## config.mk

```make
export PLATFORM = sky130hd
export DESIGN_NAME = countdown_timer
export DESIGN_NICKNAME = d
export VERILOG_FILES = /design/src/rtl/countdown_pkg.sv /design/src/rtl/bcd_digit_down.sv /design/src/rtl/countdown_timer.sv
export SDC_FILE = /design/constraint.sdc
export NUM_CORES = 1
export LEC_CHECK = 0
export ABC_AREA = 1
export BUFFER_PORTS_ARGS = -buffer_cell sky130_fd_sc_hd__buf_2
export CAP_MARGIN = 20
export CORE_AREA = 2 2 101 103
export DETAILED_ROUTE_END_ITERATION = 8
export DIE_AREA = 0 0 103 105
export GPL_ROUTABILITY_DRIVEN = 0
export SYNTH_ARGS = -nofsm -noshare
export SYNTH_HDL_FRONTEND = slang
export SYNTH_SLANG_ARGS = --single-unit
```

## constraint.sdc

```tcl
create_clock -name i_sysclk -period 3.16 [get_ports i_sysclk]
set_input_delay 0.79 -clock i_sysclk [delete_from_list [all_inputs] [get_ports i_sysclk]]
set_output_delay 0.79 -clock i_sysclk [all_outputs]
set_load 0.05 [all_outputs]
```

## src/rtl/countdown_pkg.sv

```systemverilog
// Shared types and constants for the mm:ss countdown timer.
package countdown_pkg;

  localparam int unsigned DIGIT_W    = 4;
  localparam int unsigned BCD_BYTE_W = 2 * DIGIT_W;
  localparam int unsigned BEEP_CNT_W = 8;

  typedef enum logic [1:0] {
    IDLE    = 2'd0,
    RUN     = 2'd1,
    PAUSE   = 2'd2,
    EXPIRED = 2'd3
  } state_t;

  localparam logic [DIGIT_W-1:0] BCD_MAX_UNITS    = 4'd9;
  localparam logic [DIGIT_W-1:0] BCD_MAX_SEC_TENS = 4'd5;

  // True when both bytes are legal BCD and seconds stay within 00..59.
  function automatic logic bcd_time_valid(input logic [BCD_BYTE_W-1:0] min,
                                          input logic [BCD_BYTE_W-1:0] sec);
    return (min[7:4] <= BCD_MAX_UNITS) && (min[3:0] <= BCD_MAX_UNITS) &&
           (sec[7:4] <= BCD_MAX_SEC_TENS) && (sec[3:0] <= BCD_MAX_UNITS);
  endfunction

endpackage

```

## src/rtl/bcd_digit_down.sv

```systemverilog
// One loadable BCD down-counting digit; wraps to MAX and flags a borrow.
module bcd_digit_down
  import countdown_pkg::*;
#(
  parameter logic [DIGIT_W-1:0] MAX = BCD_MAX_UNITS
) (
  input  logic               i_clk,
  input  logic               i_reset_n,
  input  logic               i_en,
  input  logic               i_load,
  input  logic [DIGIT_W-1:0] i_load_val,
  output logic [DIGIT_W-1:0] o_digit,
  output logic               o_borrow_c
);

  logic [DIGIT_W-1:0] r_digit;

  // Digit register: load has priority over a decrement step.
  always_ff @(posedge i_clk) begin
    if (!i_reset_n) begin
      r_digit <= '0;
    end else if (i_load) begin
      r_digit <= i_load_val;
    end else if (i_en) begin
      r_digit <= (r_digit == '0) ? MAX : r_digit - DIGIT_W'(1);
    end
  end

  assign o_digit    = r_digit;
  assign o_borrow_c = i_en && (r_digit == '0);

endmodule

```

## src/rtl/countdown_timer.sv

```systemverilog
// Loadable BCD mm:ss countdown timer with expiry and timed beep output.
module countdown_timer
  import countdown_pkg::*;
#(
  parameter int unsigned BEEP_SECONDS = 10
) (
  input  logic                  i_sysclk,
  input  logic                  i_reset_n,
  input  logic                  i_1hz_stb,
  input  logic                  i_load,
  input  logic [BCD_BYTE_W-1:0] i_load_min,
  input  logic [BCD_BYTE_W-1:0] i_load_sec,
  input  logic                  i_start,
  input  logic                  i_pause,
  input  logic                  i_clear,
  output logic [BCD_BYTE_W-1:0] o_min,
  output logic [BCD_BYTE_W-1:0] o_sec,
  output logic                  o_running,
  output logic                  o_expired,
  output logic                  o_beep,
  output logic                  o_load_err
);

  state_t                  r_state;
  state_t                  w_state_nxt;
  logic                    r_running;
  logic                    r_expired;
  logic                    r_beep;
  logic                    w_beep_nxt;
  logic                    r_load_err;
  logic                    w_load_err_nxt;
  logic [BEEP_CNT_W-1:0]   r_beep_cnt;
  logic [BEEP_CNT_W-1:0]   w_beep_cnt_nxt;

  logic                    w_dec;
  logic                    w_dig_load_req;
  logic                    w_dig_zero_req;
  logic                    w_dig_load;
  logic [2*BCD_BYTE_W-1:0] w_dig_val;
  logic                    w_bor_su;
  logic                    w_bor_st;
  logic                    w_bor_mu;
  logic                    w_bor_mt;
  logic [BCD_BYTE_W-1:0]   w_min;
  logic [BCD_BYTE_W-1:0]   w_sec;
  logic                    w_count_zero;
  logic                    w_count_one;
  logic                    w_load_ok;

  assign w_count_zero = (w_min == '0) && (w_sec == '0);
  assign w_count_one  = (w_min == '0) && (w_sec == BCD_BYTE_W'(1));
  assign w_load_ok    = bcd_time_valid(i_load_min, i_load_sec);

  // A borrow out of the minutes tens digit would mean counting below 00:00: pin to zero.
  assign w_dig_load = w_dig_load_req | w_bor_mt;
  assign w_dig_val  = (w_dig_zero_req | w_bor_mt) ? '0 : {i_load_min, i_load_sec};

  bcd_digit_down #(.MAX(BCD_MAX_UNITS)) u_sec_units (
    .i_clk(i_sysclk), .i_reset_n(i_reset_n), .i_en(w_dec), .i_load(w_dig_load),
    .i_load_val(w_dig_val[3:0]), .o_digit(w_sec[3:0]), .o_borrow_c(w_bor_su));

  bcd_digit_down #(.MAX(BCD_MAX_SEC_TENS)) u_sec_tens (
    .i_clk(i_sysclk), .i_reset_n(i_reset_n), .i_en(w_bor_su), .i_load(w_dig_load),
    .i_load_val(w_dig_val[7:4]), .o_digit(w_sec[7:4]), .o_borrow_c(w_bor_st));

  bcd_digit_down #(.MAX(BCD_MAX_UNITS)) u_min_units (
    .i_clk(i_sysclk), .i_reset_n(i_reset_n), .i_en(w_bor_st), .i_load(w_dig_load),
    .i_load_val(w_dig_val[11:8]), .o_digit(w_min[3:0]), .o_borrow_c(w_bor_mu));

  bcd_digit_down #(.MAX(BCD_MAX_UNITS)) u_min_tens (
    .i_clk(i_sysclk), .i_reset_n(i_reset_n), .i_en(w_bor_mu), .i_load(w_dig_load),
    .i_load_val(w_dig_val[15:12]), .o_digit(w_min[7:4]), .o_borrow_c(w_bor_mt));

  // State and status registers.
  always_ff @(posedge i_sysclk) begin
    if (!i_reset_n) begin
      r_state    <= IDLE;
      r_running  <= 1'b0;
      r_expired  <= 1'b0;
      r_beep     <= 1'b0;
      r_load_err <= 1'b0;
      r_beep_cnt <= '0;
    end else begin
      r_state    <= w_state_nxt;
      r_running  <= (w_state_nxt == RUN);
      r_expired  <= (w_state_nxt == EXPIRED);
      r_beep     <= w_beep_nxt;
      r_load_err <= w_load_err_nxt;
      r_beep_cnt <= w_beep_cnt_nxt;
    end
  end

  // Command decode in priority order: clear > load > pause > start > strobe.
  always_comb begin
    w_state_nxt    = r_state;
    w_beep_nxt     = r_beep;
    w_beep_cnt_nxt = r_beep_cnt;
    w_load_err_nxt = 1'b0;
    w_dig_load_req = 1'b0;
    w_dig_zero_req = 1'b0;
    w_dec          = 1'b0;

    if (i_clear) begin
      w_state_nxt    = IDLE;
      w_dig_load_req = 1'b1;
      w_dig_zero_req = 1'b1;
      w_beep_nxt     = 1'b0;
      w_beep_cnt_nxt = '0;
    end else if (i_load) begin
      if (r_state != RUN) begin
        if (w_load_ok) begin
          w_state_nxt    = IDLE;
          w_dig_load_req = 1'b1;
          w_beep_nxt     = 1'b0;
          w_beep_cnt_nxt = '0;
        end else begin
          w_load_err_nxt = 1'b1;
        end
      end
    end else if (i_pause) begin
      if (r_state == RUN) begin
        w_state_nxt = PAUSE;
      end
    end else if (i_start) begin
      if ((r_state == PAUSE) || ((r_state == IDLE) && !w_count_zero)) begin
        w_state_nxt = RUN;
      end
    end else if (i_1hz_stb) begin
      case (r_state)
        RUN: begin
          w_dec = 1'b1;
          if (w_count_one) begin
            w_state_nxt    = EXPIRED;
            w_beep_nxt     = 1'b1;
            w_beep_cnt_nxt = BEEP_CNT_W'(BEEP_SECONDS);
          end
        end
        EXPIRED: begin
          if (r_beep_cnt != '0) begin
            w_beep_cnt_nxt = r_beep_cnt - BEEP_CNT_W'(1);
            if (r_beep_cnt == BEEP_CNT_W'(1)) begin
              w_beep_nxt = 1'b0;
            end
          end
        end
        default: ;
      endcase
    end
  end

  assign o_min      = w_min;
  assign o_sec      = w_sec;
  assign o_running  = r_running;
  assign o_expired  = r_expired;
  assign o_beep     = r_beep;
  assign o_load_err = r_load_err;

endmodule

```

# Word level (Yosys, flattened, before mapping)
# Cells that the tools add are included.
[classes]
add_sub_neg = 5
order_cmp = 4
n_eq_ne = 15
mux = 55
n_bitwise = 5
reduce_logical = 30
[ops]
columns = ["operator", "count"]
rows = [
  ["$mux 8", 8],
  ["$mux 4", 12],
  ["$mux 2", 11],
  ["$mux 1", 21],
  ["$eq 8x1->1 const B", 2],
  ["$logic_not 4->1", 4],
  ["$logic_not 8->1", 2],
  ["$mux 16", 1],
  ["$pmux 8 s2", 1],
  ["$sub 4x1->4 const B", 4],
  ["$le 4x4->1 const B", 3],
  ["$logic_and 1x1->1", 10],
  ["$reduce_bool 2->1", 5],
  ["$ne 3x3->1 const B", 3],
  ["$reduce_and 9->1", 1],
  ["$reduce_and 8->1", 1],
  ["$reduce_bool 8->1", 1],
  ["$sub 8x1->8 const B", 1],
  ["$eq 2x2->1 const B", 3],
  ["$ne 2x1->1 const B", 3],
  ["$eq 2x1->1 const B", 2],
  ["$le 4x3->1 const B", 1],
  ["$ne 2x2->1 const B", 2],
  ["$reduce_or 4->1", 1],
  ["other kinds (8)", 11],
]
[word_totals]
reg_bits = 30
input_bits = 23
output_inout_bits = 20

# Depth between registers and ports, before layout
[depth]
ltp_word = 14
ltp_mapped = 12

# Cells and area by module
# A second synthesis with hierarchy kept.
[unflattened]
hier_cells = 363
hier_area_um2 = 2099.5
[by_module_without_submodules]
columns = ["mod", "instances", "cells_per_inst", "area_each_um2"]
rows = [
  ["countdown_timer", 1, 206, 1131.1],
  ["bcd_digit_down (u_min_tens ...)", 3, 40, 246.5],
  ["bcd_digit_down (u_sec_tens)", 1, 37, 229.0],
]

# Least setup slack after synthesis
# No wires, ideal clock.
[synth_timing]
kind = "input-to-reg"
start = "input port i_pause"
end = "register u_sec_units.r_digit[3], in the netlist u_sec_units.o_digit[3]"
setup_time_ns = 0.116
arrival_ns = 1.738
required_ns = 3.044
setup_slack_ns = 1.306
cell_stages = 11
path_cell_list = "inv_1 nand2_1 nor2_4 nand2_4 nor2_8 nand4_4 buf_6 nand3_1 nand2_1 nand2_1 nor2_1"
[synth_via]
elab_chain_len = 10
[synth_rtl]
columns = ["item", "line", "text"]
rows = [
  ["start, declared", "countdown_timer.sv:14", "input logic i_pause,"],
  ["$mux 1 (*)", "countdown_timer.sv:120", "end else if (i_pause) begin"],
  ["$mux 1 (*)", "countdown_timer.sv:109", "end else if (i_load) begin"],
  ["$mux 1 (*)", "countdown_timer.sv:103", "if (i_clear) begin"],
  ["$logic_and 1x1->1 (4 in a row)", "bcd_digit_down.sv:30", "assign o_borrow_c = i_en && (r_digit == '0);"],
  ["$or 1x1->1", "countdown_timer.sv:56", "assign w_dig_val = (w_dig_zero_req | w_bor_mt) ? '0 : {i_load_min, i_load_sec};"],
  ["$mux 16", "countdown_timer.sv:56", ""],
  ["$mux 4", "bcd_digit_down.sv:22", "end else if (i_load) begin"],
  ["end signal, assigned", "bcd_digit_down.sv:23", "r_digit <= i_load_val;"],
  ["end signal, assigned", "bcd_digit_down.sv:25", "r_digit <= (r_digit == '0) ? MAX : r_digit - DIGIT_W'(1);"],
  ["end, declared", "bcd_digit_down.sv:16", "logic [DIGIT_W-1:0] r_digit;"],
]
# Every way passes the cells marked *; elsewhere a longest branch is shown, timed or not.
# A chain may end at the register's enable or synchronous reset.

# Final worst setup path
[layout_timing]
start = "input port i_load_min[3]"
end = "register u_min_tens.r_digit[2], in the netlist u_min_tens.o_digit[2]"
[layout_via]
elab_chain_len = 10
[layout_rtl]
columns = ["item", "line", "text"]
rows = [
  ["start, declared", "countdown_timer.sv:11", "input logic [BCD_BYTE_W-1:0] i_load_min,"],
  ["$le 4x4->1 (*)", "countdown_pkg.sv:21", "return (min[7:4] <= BCD_MAX_UNITS) && (min[3:0] <= BCD_MAX_UNITS) &&"],
  ["$logic_and 1x1->1 (*) (2 in a row)", "countdown_pkg.sv:21", ""],
  ["$logic_and 1x1->1 (*)", "countdown_pkg.sv:22", "(sec[7:4] <= BCD_MAX_SEC_TENS) && (sec[3:0] <= BCD_MAX_UNITS);"],
  ["$mux 1 (*)", "countdown_timer.sv:111", "if (w_load_ok) begin"],
  ["$mux 1 (*)", "countdown_timer.sv:110", "if (r_state != RUN) begin"],
  ["$mux 1 (*)", "countdown_timer.sv:109", ""],
  ["$mux 1 (*)", "countdown_timer.sv:103", ""],
  ["$or 1x1->1 (*)", "countdown_timer.sv:55", "assign w_dig_load = w_dig_load_req | w_bor_mt;"],
  ["$mux 4 or $reduce_bool 2->1 (tied branches)", "-", ""],
  ["end signal, assigned", "bcd_digit_down.sv:23", ""],
  ["end signal, assigned", "bcd_digit_down.sv:25", ""],
  ["end, declared", "bcd_digit_down.sv:16", ""],
]
# Marks and branches as above.

==> metrics <==
Crit Path Max Fanout=28; GR Util All Layers=13.47%; grt total ovfl=0; startpoint types=input pin; worst min-delay path category=reg -> reg; Cell Rows=36; top cells by count, synth=nand2_1 (93), nor2_1 (60), inv_1 (49), nand4_1 (43), dfxtp_1 (30); clock skew=0.003937 ns; Via Count=2598; P&R area growth vs syn=16.50%; crit path kind=in -> reg; Routed wire per std cell=12.29 um; synth warn=0; # Post-CTS Setup Buffers=0; pwr dens=353.8 nW/um2; Sum Neg Setup Slack=0 ns; synthesized net count=414; slew margin rel.=69.17%; Tmin final=2.124 ns; Post-synth EDFFs=0; clk slew on worst S/H paths=0.07 ns; Max Clock Freq=470.7 MHz; Post-synth ARST share=0%; vias in the first global route=2463; predominant post-synthesis flop cell=dfxtp_1; IO Pins=43; Initial Util=24.86%; largest net degree at the start of global routing=29; Post-DRT Antenna Nets=0; clk_lat worst skew=0.28 ns; Avg Vias per Cell=4.615; slowest cell delay on critical path=0.35 ns; worst-path cell chain=buf_2, inv_1, nor2_1, nor2_1, nand3_2, nand2_1, inv_2, nand2_1, nor2_1, nor2_1, nor2_1; r2r setup slk=1.29 ns; CP arrival=2.35 ns; Core Region=9639 um2; kind of end point of the critical path=flop; clock net sink count=30; Final Hold Viols=0; Net count, final=455; pins over their slew limit=0; Die X=103 um; slowest cell on the critical path=inv_2; CTS tree=done; placed cell count=556; DRC=0; Yosys top cell by area=dfxtp_1; Chip Height=105 um; first-pass GRT wire length=11750 um; register area share after synthesis=25.07%; synthesized flop and latch total=30; Critical Path Most Common Cell=nor2_1; Non-Filler Instances=563; Die ar.=10820 um2; # diodes=0; LEAKAGE=1.333 nW; Mapped Area=2396 um2; ranking of synthesized cells by area=dfxtp_1 (25%), nand2_1 (15%), nand4_1 (11%); RSZ-0062 raised after global routing=no; post-cts hold buffer count=0; share of layout cells above drive strength 1=20.00%; total wire length=6919 um; Buffers on Ports=42; final worst path period share=67.22%; worst slew pin tran=0.4618 ns; Post-Synthesis Cells=389; CP required=3.38 ns; max-cap violations=0; DRT Pass-1 Iters=4; Root Driver=clkbuf_8; clk buf depth=2; CTS H-Tree Depth=2; CTS buffer count=5; # resized after CTS=0; Synth cell types=31; Mean Syn Cell Area=6.160 um2; VDD IR max=0.1400 mV; count leader, synth=nand2_1; initial DRC count=101; Synth top area share=25.07%; HPWL after detailed placement=5286 um; final setup vio count=0; status=finished, final reports clean; antenna violations before repair=0
-- metrics by stage --
stage	area, um2	setup WS, ns	util [%]	total power, mW	hold slack (ns)
final	2791	1.036	28.96	0.9877	0.4839
after global placement	2715	0.7946	28.17	0.6894	0.4692
after global routing	2791	0.8615	28.96	1.048	0.5441
after floorplan	2396	1.306	-	0.6217	0.4586
after detailed placement	2715	0.7378	28.17	0.6928	0.4773
after CTS	2791	1.044	28.96	0.9947	0.4860
-- critical path: cells and delay by family --
| kind | cells | cell delay [ns] |
|---|---|---|
| and+or+nand+nor | 8 | 1.05 |
| buffers and inverters | 3 | 0.49 |
-- flip-flops by register name (all words and copies together), names as in the netlist --
| signal | cells |
|---|---|
| r_beep_cnt | 8 |
| u_min_tens.o_digit | 4 |
| u_min_units.o_digit | 4 |
| u_sec_tens.o_digit | 4 |
| u_sec_units.o_digit | 4 |
| r_state | 2 |
| o_beep | 1 |
| o_expired | 1 |
| o_load_err | 1 |
| o_running | 1 |
-- where the power goes --
group / switching (mW) / internal, mW
combinational: 0.196 / 0.0775
sequential: 0.0169 / 0.394
clock: 0.151 / 0.152
total: 0.364 / 0.623
-- routing by layer --
layer | vias to the layer above | part of all wire (%) | global-route usage (%)
li1 | 1357 | - | -
met1 | 1162 | 46 | 18.17
met2 | 68 | 46 | 21.52
met3 | 11 | 6.0 | 2.676
met4 | 0 | 1.6 | 3.853
met5 | - | 0 | 0
-- final timing paths --
check / start / endpoint / depth (start not counted)
worst max-delay path: i_load_min[3] / u_min_tens.o_digit[2] / 11
worst min-delay path: r_beep_cnt[6] / r_beep_cnt[6] / 2
worst max register to register: r_state[1] / u_min_tens.o_digit[3] / 10
worst min register to register: r_beep_cnt[6] / r_beep_cnt[6] / 2
-- final cells by class --
cell class	count	area [um2]
sequential	30	600.6
tap	133	166.4
inverter	58	217.7
clock buffer	7	76.32
fill	1127	6848
multi-input combinational	291	1505
timing repair buffer	44	225.2
-- cells in the final DEF (no fill, tap or decap), types with 2 or more instances in the layout --
cell type	Yosys	routed
nand3_1	27	27
clkbuf_8	0	5
ha_1	2	2
nand4_1	43	43
nand2_2	5	5
nand4_4	2	2
inv_2	9	9
nor2_4	8	8
a21oi_1	10	10
nand3_2	2	2
nor3_1	4	4
nor2_2	6	6
o21ai_0	17	17
nand2_1	93	93
inv_1	49	49
buf_4	2	2
clkbuf_1	1	2
buf_2	4	42
a31oi_1	2	2
dfxtp_1	30	30
nor2_1	60	60
-- logic make-up (layout without fill, tap and decap cells) --
logic type / Yosys count / count (layout) / share of synthesized area (%)
simple gates: 255 / 255 / 53.73
compound gates: 34 / 34 / 8.042
buf+inv: 68 / 109 / 12.11
fa+ha+maj: 2 / 2 / 1.044
flops: 30 / 30 / 25.07
No activity file was read; power rests on OpenSTA's default activity.
